===== src/rtl/fpu_pkg.sv =====
// rtl/fpu_pkg.sv - shared FPU word format constants and arbiter state encoding
package fpu_pkg;
   localparam int FP_W     = 32;
   localparam int EXP_W    = 6;
   localparam int MAN_W    = 25;
   localparam int FP_BIAS  = 31;
   localparam int STATUS_W = 4;
   localparam int CNT_W    = 4;

   typedef enum logic [1:0] {
      IDLE = 2'd0,
      WAIT = 2'd1,
      RESP = 2'd2
   } arb_state_t;
endpackage


===== src/rtl/rr_arb2.sv =====
// rtl/rr_arb2.sv - combinational two-way round-robin grant
module rr_arb2
   import fpu_pkg::*;
(
   input  logic [1:0] valid,
   input  logic       last_grant,
   output logic       grant,
   output logic       grant_valid
);

   always_comb begin
      grant       = 1'b0;
      grant_valid = |valid;
      unique case (valid)
         2'b01:   grant = 1'b0;
         2'b10:   grant = 1'b1;
         2'b11:   grant = ~last_grant;
         default: grant = 1'b0;
      endcase
   end

endmodule


===== src/rtl/fpu_arbiter.sv =====
// rtl/fpu_arbiter.sv - two-client front end for the shared single-issue FPU
// Holds one operation in flight: accept, wait FPU_LAT cycles, return tagged result.
module fpu_arbiter
   import fpu_pkg::*;
#(
   parameter int FPU_LAT = 2
) (
   input  logic                clock,
   input  logic                reset,
   input  logic                req0_valid,
   output logic                req0_ready,
   input  logic [FP_W-1:0]     req0_op_a,
   input  logic [FP_W-1:0]     req0_op_b,
   input  logic                req1_valid,
   output logic                req1_ready,
   input  logic [FP_W-1:0]     req1_op_a,
   input  logic [FP_W-1:0]     req1_op_b,
   output logic                rsp_valid,
   input  logic                rsp_ready,
   output logic                rsp_id,
   output logic [FP_W-1:0]     rsp_data,
   output logic [STATUS_W-1:0] rsp_status,
   output logic [FP_W-1:0]     fpu_op_a,
   output logic [FP_W-1:0]     fpu_op_b,
   input  logic [FP_W-1:0]     fpu_data,
   input  logic [STATUS_W-1:0] fpu_status,
   output logic                busy
);

   localparam logic [CNT_W-1:0] LAT_INIT = CNT_W'(FPU_LAT);

   arb_state_t          state_q;
   logic                last_grant_q;
   logic                id_q;
   logic                rsp_valid_q;
   logic [CNT_W-1:0]    cnt_q;
   logic [FP_W-1:0]     op_a_q;
   logic [FP_W-1:0]     op_b_q;
   logic [FP_W-1:0]     rsp_data_q;
   logic [STATUS_W-1:0] rsp_status_q;
   logic                grant;
   logic                grant_valid;
   logic                idle_d;

   rr_arb2 u_rr_arb2 (
      .valid       ({req1_valid, req0_valid}),
      .last_grant  (last_grant_q),
      .grant       (grant),
      .grant_valid (grant_valid)
   );

   // Readies are gated by reset so nothing appears accepted in a reset cycle.
   assign idle_d     = (state_q == IDLE) && !reset;
   assign req0_ready = idle_d && grant_valid && !grant;
   assign req1_ready = idle_d && grant_valid && grant;

   always_ff @(posedge clock) begin
      if (reset) begin
         state_q      <= IDLE;
         last_grant_q <= 1'b1;
         id_q         <= 1'b0;
         rsp_valid_q  <= 1'b0;
         cnt_q        <= '0;
         op_a_q       <= '0;
         op_b_q       <= '0;
         rsp_data_q   <= '0;
         rsp_status_q <= '0;
      end else begin
         unique case (state_q)
            IDLE: begin
               if (req0_valid && req0_ready) begin
                  op_a_q       <= req0_op_a;
                  op_b_q       <= req0_op_b;
                  id_q         <= 1'b0;
                  last_grant_q <= 1'b0;
                  cnt_q        <= LAT_INIT;
                  state_q      <= WAIT;
               end else if (req1_valid && req1_ready) begin
                  op_a_q       <= req1_op_a;
                  op_b_q       <= req1_op_b;
                  id_q         <= 1'b1;
                  last_grant_q <= 1'b1;
                  cnt_q        <= LAT_INIT;
                  state_q      <= WAIT;
               end
            end
            WAIT: begin
               // The counter parks at 1 on capture and is reloaded on the next accept.
               if (cnt_q == CNT_W'(1)) begin
                  rsp_data_q   <= fpu_data;
                  rsp_status_q <= fpu_status;
                  rsp_valid_q  <= 1'b1;
                  state_q      <= RESP;
               end else begin
                  cnt_q <= cnt_q - CNT_W'(1);
               end
            end
            RESP: begin
               if (rsp_ready) begin
                  rsp_valid_q <= 1'b0;
                  state_q     <= IDLE;
               end
            end
            default: state_q <= IDLE;
         endcase
      end
   end

   assign rsp_valid  = rsp_valid_q;
   assign rsp_id     = id_q;
   assign rsp_data   = rsp_data_q;
   assign rsp_status = rsp_status_q;
   assign fpu_op_a   = op_a_q;
   assign fpu_op_b   = op_b_q;
   assign busy       = (state_q != IDLE);

endmodule

===== config.mk =====
export PLATFORM = sky130hd
export DESIGN_NAME = fpu_arbiter
export DESIGN_NICKNAME = d
export VERILOG_FILES = /design/src/rtl/fpu_pkg.sv /design/src/rtl/rr_arb2.sv /design/src/rtl/fpu_arbiter.sv
export SDC_FILE = /design/constraint.sdc
export NUM_CORES = 1
export LEC_CHECK = 0
export BUFFER_PORTS_ARGS = -buffer_cell sky130_fd_sc_hd__buf_4
export CAP_MARGIN = 20
export CORE_MARGIN = 4
export CORE_UTILIZATION = 25
export DETAILED_ROUTE_END_ITERATION = 10
export HOLD_SLACK_MARGIN = 0.05
export SKIP_CTS_REPAIR_TIMING = 1
export SLEW_MARGIN = 20
export SYNTH_ARGS = -nofsm -noshare
export SYNTH_HDL_FRONTEND = slang
export SYNTH_HIERARCHICAL = 1
export SYNTH_SLANG_ARGS = --single-unit

===== constraint.sdc =====
create_clock -name clock -period 3.55 [get_ports clock]
set_input_delay 0.5325 -clock clock [delete_from_list [all_inputs] [get_ports clock]]
set_output_delay 0.5325 -clock clock [all_outputs]
set_load 0.05 [all_outputs]

# Word level (Yosys, flattened, before mapping)
# Cells that the tools add are included.
dict set report classes {
  n_eq_ne 9
  mux 19
  addsub 1
  reduce_logical 19
  bitwise_logic 1
}
# op count
set ops {}
lappend ops {{$mux W32} 4}
lappend ops {{$mux W4} 3}
lappend ops {{$reduce_and A3 Y1} 3}
lappend ops {{$mux W2} 4}
lappend ops {{$pmux W4 S2} 1}
lappend ops {{$reduce_bool A2 Y1} 4}
lappend ops {{$eq A2 B2 Y1 const B} 3}
lappend ops {{$logic_and A1 B1 Y1} 6}
lappend ops {{$ne A2 B2 Y1 const B} 3}
lappend ops {{$pmux W2 S3} 1}
lappend ops {{$eq A4 B1 Y1 const B} 1}
lappend ops {{$mux W1} 4}
lappend ops {{$pmux W1 S2} 2}
lappend ops {{$reduce_and A2 Y1} 2}
lappend ops {{$sub A4 B1 Y4 const B} 1}
lappend ops {{$ne A3 B1 Y1 const B} 1}
lappend ops {{$eq A2 B1 Y1 const B} 1}
lappend ops {{$logic_not A1 Y1} 2}
lappend ops {{$logic_not A2 Y1} 1}
lappend ops {{$reduce_or A2 Y1} 1}
lappend ops {{$not A1 Y1} 1}
dict set report totals {
  input_bits 169
  register_bits 109
  word_cells 58
}

# Longest topological paths before layout
dict set report logic_depth {
  depth_word 8
  mapped_depth 8
  depth_no_buf 6
}

# Modules after synthesis
# Netlist, hierarchy kept.
# module instances seq_area_each_um2 area_per_inst_um2 cells_each
set modules_own_cells {}
lappend modules_own_cells {fpu_arbiter 1 2182.1 4535.6 493}
lappend modules_own_cells {rr_arb2 1 0.0 13.8 2}

# Worst setup path after synthesis
# OpenSTA, ideal clock, no wires.
dict set report synth_path {
  path_kind {input to output}
  from {input port req1_valid}
  to {output port req0_ready}
  arrival_time_ns 1.602
  slack_ns 1.415
  path_stages 3
  n_path_buf 0
  cell_sequence {or2_1 -> nor4b_4 -> nor2b_1}
}
dict set report synth_between {
  elab_chain_len 4
  word_cells_on_any_way 7
  cone_classes {eq/ne: 2; mux: 1; reduce/logical: 4}
}
# item line_no
set synth_lines {}
lappend synth_lines {{start, declared} fpu_arbiter.sv:14} ;# input logic req1_valid,
lappend synth_lines {{$eq A2 B2 Y1} rr_arb2.sv:14} ;# unique case (valid)
lappend synth_lines {{$pmux W1 S2} rr_arb2.sv:14}
lappend synth_lines {{$logic_not A1 Y1} fpu_arbiter.sv:54} ;# assign req0_ready = idle_d && grant_valid && !grant;
lappend synth_lines {{$logic_and A1 B1 Y1 *} fpu_arbiter.sv:54}
lappend synth_lines {{end, declared} fpu_arbiter.sv:11} ;# output logic req0_ready,
# Every way passes the cells marked *; elsewhere a longest branch is shown, timed or not.

# Worst setup path in the final report
dict set report layout_path {
  from {input port reset}
  to {register op_a_q[5] (netlist: fpu_op_a[5])}
}
dict set report layout_between {
  elab_chain_len 7
  word_cells_on_any_way 10
  cone_classes {mux: 1; reduce/logical: 9}
}
# item line_no
set layout_lines {}
lappend layout_lines {{start, declared} fpu_arbiter.sv:9} ;# input logic reset,
lappend layout_lines {{$logic_not A1 Y1} fpu_arbiter.sv:53} ;# assign idle_d = (state_q == IDLE) && !reset;
lappend layout_lines {{$logic_and A1 B1 Y1} fpu_arbiter.sv:53}
lappend layout_lines {{$logic_and A1 B1 Y1} {fpu_arbiter.sv:54, fpu_arbiter.sv:55}}
lappend layout_lines {{$logic_and A1 B1 Y1 (on tied branches)} {fpu_arbiter.sv:54, fpu_arbiter.sv:55}}
lappend layout_lines {{$logic_and A1 B1 Y1 (on tied branches)} {fpu_arbiter.sv:71, fpu_arbiter.sv:78}}
lappend layout_lines {{$reduce_bool A2 Y1 (no line)} -}
lappend layout_lines {{$reduce_and A2 Y1 (no line)} -}
lappend layout_lines {{end signal, assigned} fpu_arbiter.sv:72} ;# op_a_q <= req0_op_a;
lappend layout_lines {{end signal, assigned} fpu_arbiter.sv:79} ;# op_a_q <= req1_op_a;
lappend layout_lines {{end, declared} fpu_arbiter.sv:37} ;# logic [FP_W-1:0] op_a_q;
# Parallel ways exist; a longest one is shown, timed or not.
# A chain may end at the register's enable or synchronous reset.

==> flow_summary.json <==
{
  "outcome": "finished clean",
  "coreArea_um2": 17900,
  "clk_pin_slew_ns": 0.07,
  "grt_max_degree": 86,
  "fmax_ghz": 0.442,
  "fin_cells": 980,
  "hold_path_end": "rsp_data[28]",
  "area_delta_synth_final_pct": 54.4,
  "worst-r2r-cell-count": 5,
  "numPortBuffers": 273,
  "relSlewSlack": 0.526,
  "r2r_start": "state_q[1]",
  "cp.required_ns": 3.75,
  "final_cell_mix": "buf_4 (279), dfxtp_1 (109), nand2_1 (74), nor2_1 (72), mux2i_1 (66)",
  "cts_root_buffer": "clkbuf_16",
  "layout_commonest_cell": "buf_4",
  "h-tree-depth": 3,
  "maxSlewViolCount": 0,
  "std_cell_rows": 49,
  "fp.dieW_um": 143,
  "peakVddDrop_v": 0.000220,
  "first_pass_iters": 4,
  "whs_path_depth": 3,
  "min_path_type": "input port to flip-flop",
  "crit_chain": "buf_4 -> nor4b_4 -> and3_4 -> buf_4 -> mux2i_1 -> a211oi_1",
  "pin_count": 274,
  "criticalPathCategory": "input port to flip-flop",
  "n_antenna_cell": 0,
  "clk_latency_ns": 0.34,
  "drive_gt1_frac": 0.401,
  "synthesis.area_um2": 4550,
  "routedWlPerCell_um": 15.1,
  "dieArea_um2": 20400,
  "fin_setup_tns_ns": 0,
  "dp_hpwl_mm": 10.7,
  "gp_congestion": 0.781,
  "ys_seq_area_frac": 0.480,
  "r2r_slack_ns": 1.37,
  "dr_total_vias": 4409,
  "p_leak_nw": 2.95,
  "antenna_found_initial": 0,
  "crit_arrival_ns": 2.46,
  "netlist_instances": 495,
  "route.detailed.drc": 0,
  "crit_path_top_delay_cell": "and3_4",
  "rsz0062_at_grt": "no",
  "finalHoldViolCount": 0,
  "crit_path_end_kind": "flip-flop",
  "period_share": 0.637,
  "setup_viol": 0,
  "utilization": 0.392,
  "clock_skew_ns": 0.00737,
  "crit_top_cell": "buf_4",
  "placed_cells": 964,
  "synth_edf_count": 0,
  "cts_made_buffers": 9,
  "timing.hold.ws_ns": 0.427,
  "max_stage_delay_ns": 0.62,
  "final_nets": 917,
  "r2r_end": "fpu_op_a[5]",
  "grt_use_total": 0.136,
  "clockBufferDepth": 2,
  "yosysWarnings": 6,
  "critPathMaxFanout": 51,
  "cts_tree": "yes",
  "grt_pass1_wl_mm": 22.5,
  "grt_pass1_vias": 4267,
  "synthArstFlopShare": 0,
  "viasPerCell": 4.50,
  "clock_sinks": 109,
  "first_iter_violations": 166,
  "die_h_um": 143,
  "start_util": 0.254,
  "cap_violations": 0,
  "ys.flop_type": "dfxtp_1",
  "grt_overflow": 0,
  "powerDensity_nw_per_um2": 424,
  "cp-start-kind": "input port",
  "worstMarginPinSlew_ns": 0.710,
  "yosysUniqueCellTypes": 33,
  "routed_wl_mm": 14.8,
  "min_from": "fpu_data[28]",
  "synth_nets": 666,
  "period_needed_ns": 2.26,
  "syn_avg_cell_area_um2": 9.19,
  "ys_ff_latch": 109,
  "antenna_left": 0
}
area by class of cell:
cell class              count  area, um2
well taps                 229        287
repair buffers            281       2130
clock inverters             7       73.8
fillers                  1868      10900
clock buffers               9        225
flip-flops and latches    109       2180
multi-input cells         343       2110
inverters                   2       7.51
stage by stage:
step,worst slack (ns),total power (W),area [um2]
after global placement,0.939,0.00198,6730
after detailed placement,0.893,0.00198,6730
after global routing,1.12,0.00311,7020
after floorplan,1.42,0.00171,4550
final,1.29,0.00298,7020
after CTS,1.27,0.00303,7020
report_power, final:
part / leakage, nW / internal, W / switching (W)
clock network: 0.146 / 0.000552 / 0.000476
registers: 0.888 / 0.00128 / 0.0000347
logic: 1.92 / 0.000266 / 0.000364
flip-flops by register name, indices dropped and copies added (netlist names):
signal and flops:
rsp_status 4, fpu_op_b 32, cnt_q 4, rsp_valid 1, rsp_id 1, last_grant_q 1, fpu_op_a 32, rsp_data 32
state_q 2
layer usage:
| layer | track usage | wire length (um) | vias up |
|---|---|---|---|
| met3 | 0.0549 | 1710 | 10 |
| met2 | 0.218 | 6690 | 192 |
| met1 | 0.169 | 6220 | 1985 |
| met5 | 0 | 0 | - |
| met4 | 0.0425 | 178 | 0 |
| li1 | - | - | 2222 |
worst max-delay path by stage:
stage	start	slack (ns)	depth (start not counted)	end
after floorplan	req1_valid	1.42	3	req0_ready
after global placement	reset	0.94	6	fpu_op_a[6]
after detailed placement	reset	0.89	6	fpu_op_a[1]
after CTS	reset	1.27	6	fpu_op_a[1]
after global routing	reset	1.12	6	fpu_op_a[7]
final	reset	1.29	6	fpu_op_a[5]
critical path, delay by kind of cell:
kind	cells	cell delay, ns
mux	1	0.22
compound gates	1	0.09
simple gates	2	0.98
buf+inv	2	0.61
synth_stat cells (all sizes together), types with 2 or more instances:
cell type	count	area [um2]
nor2b	3	18.8
buf	11	138
or2	2	12.5
mux2i	66	661
nor2	72	270
a211oi	64	480
and2	2	12.5
clkbuf	30	113
inv	2	7.51
nand2	74	278
nand2b	2	12.5
ha	2	25.0
dfxtp	109	2180
a21oi	40	200
logic make-up (layout without fill, tap and decap cells):
family,after synthesis,after routing,share of synthesized area
multiplexers,67,67,0.148
AO/OA/AOI/OAI,111,111,0.162
buffers and inverters,43,299,0.0567
flip-flops,109,109,0.480
adder cells (fa/ha/maj),2,2,0.00550
AND/OR/NAND/NOR,163,163,0.148
No activity file was read; power rests on OpenSTA's default activity.
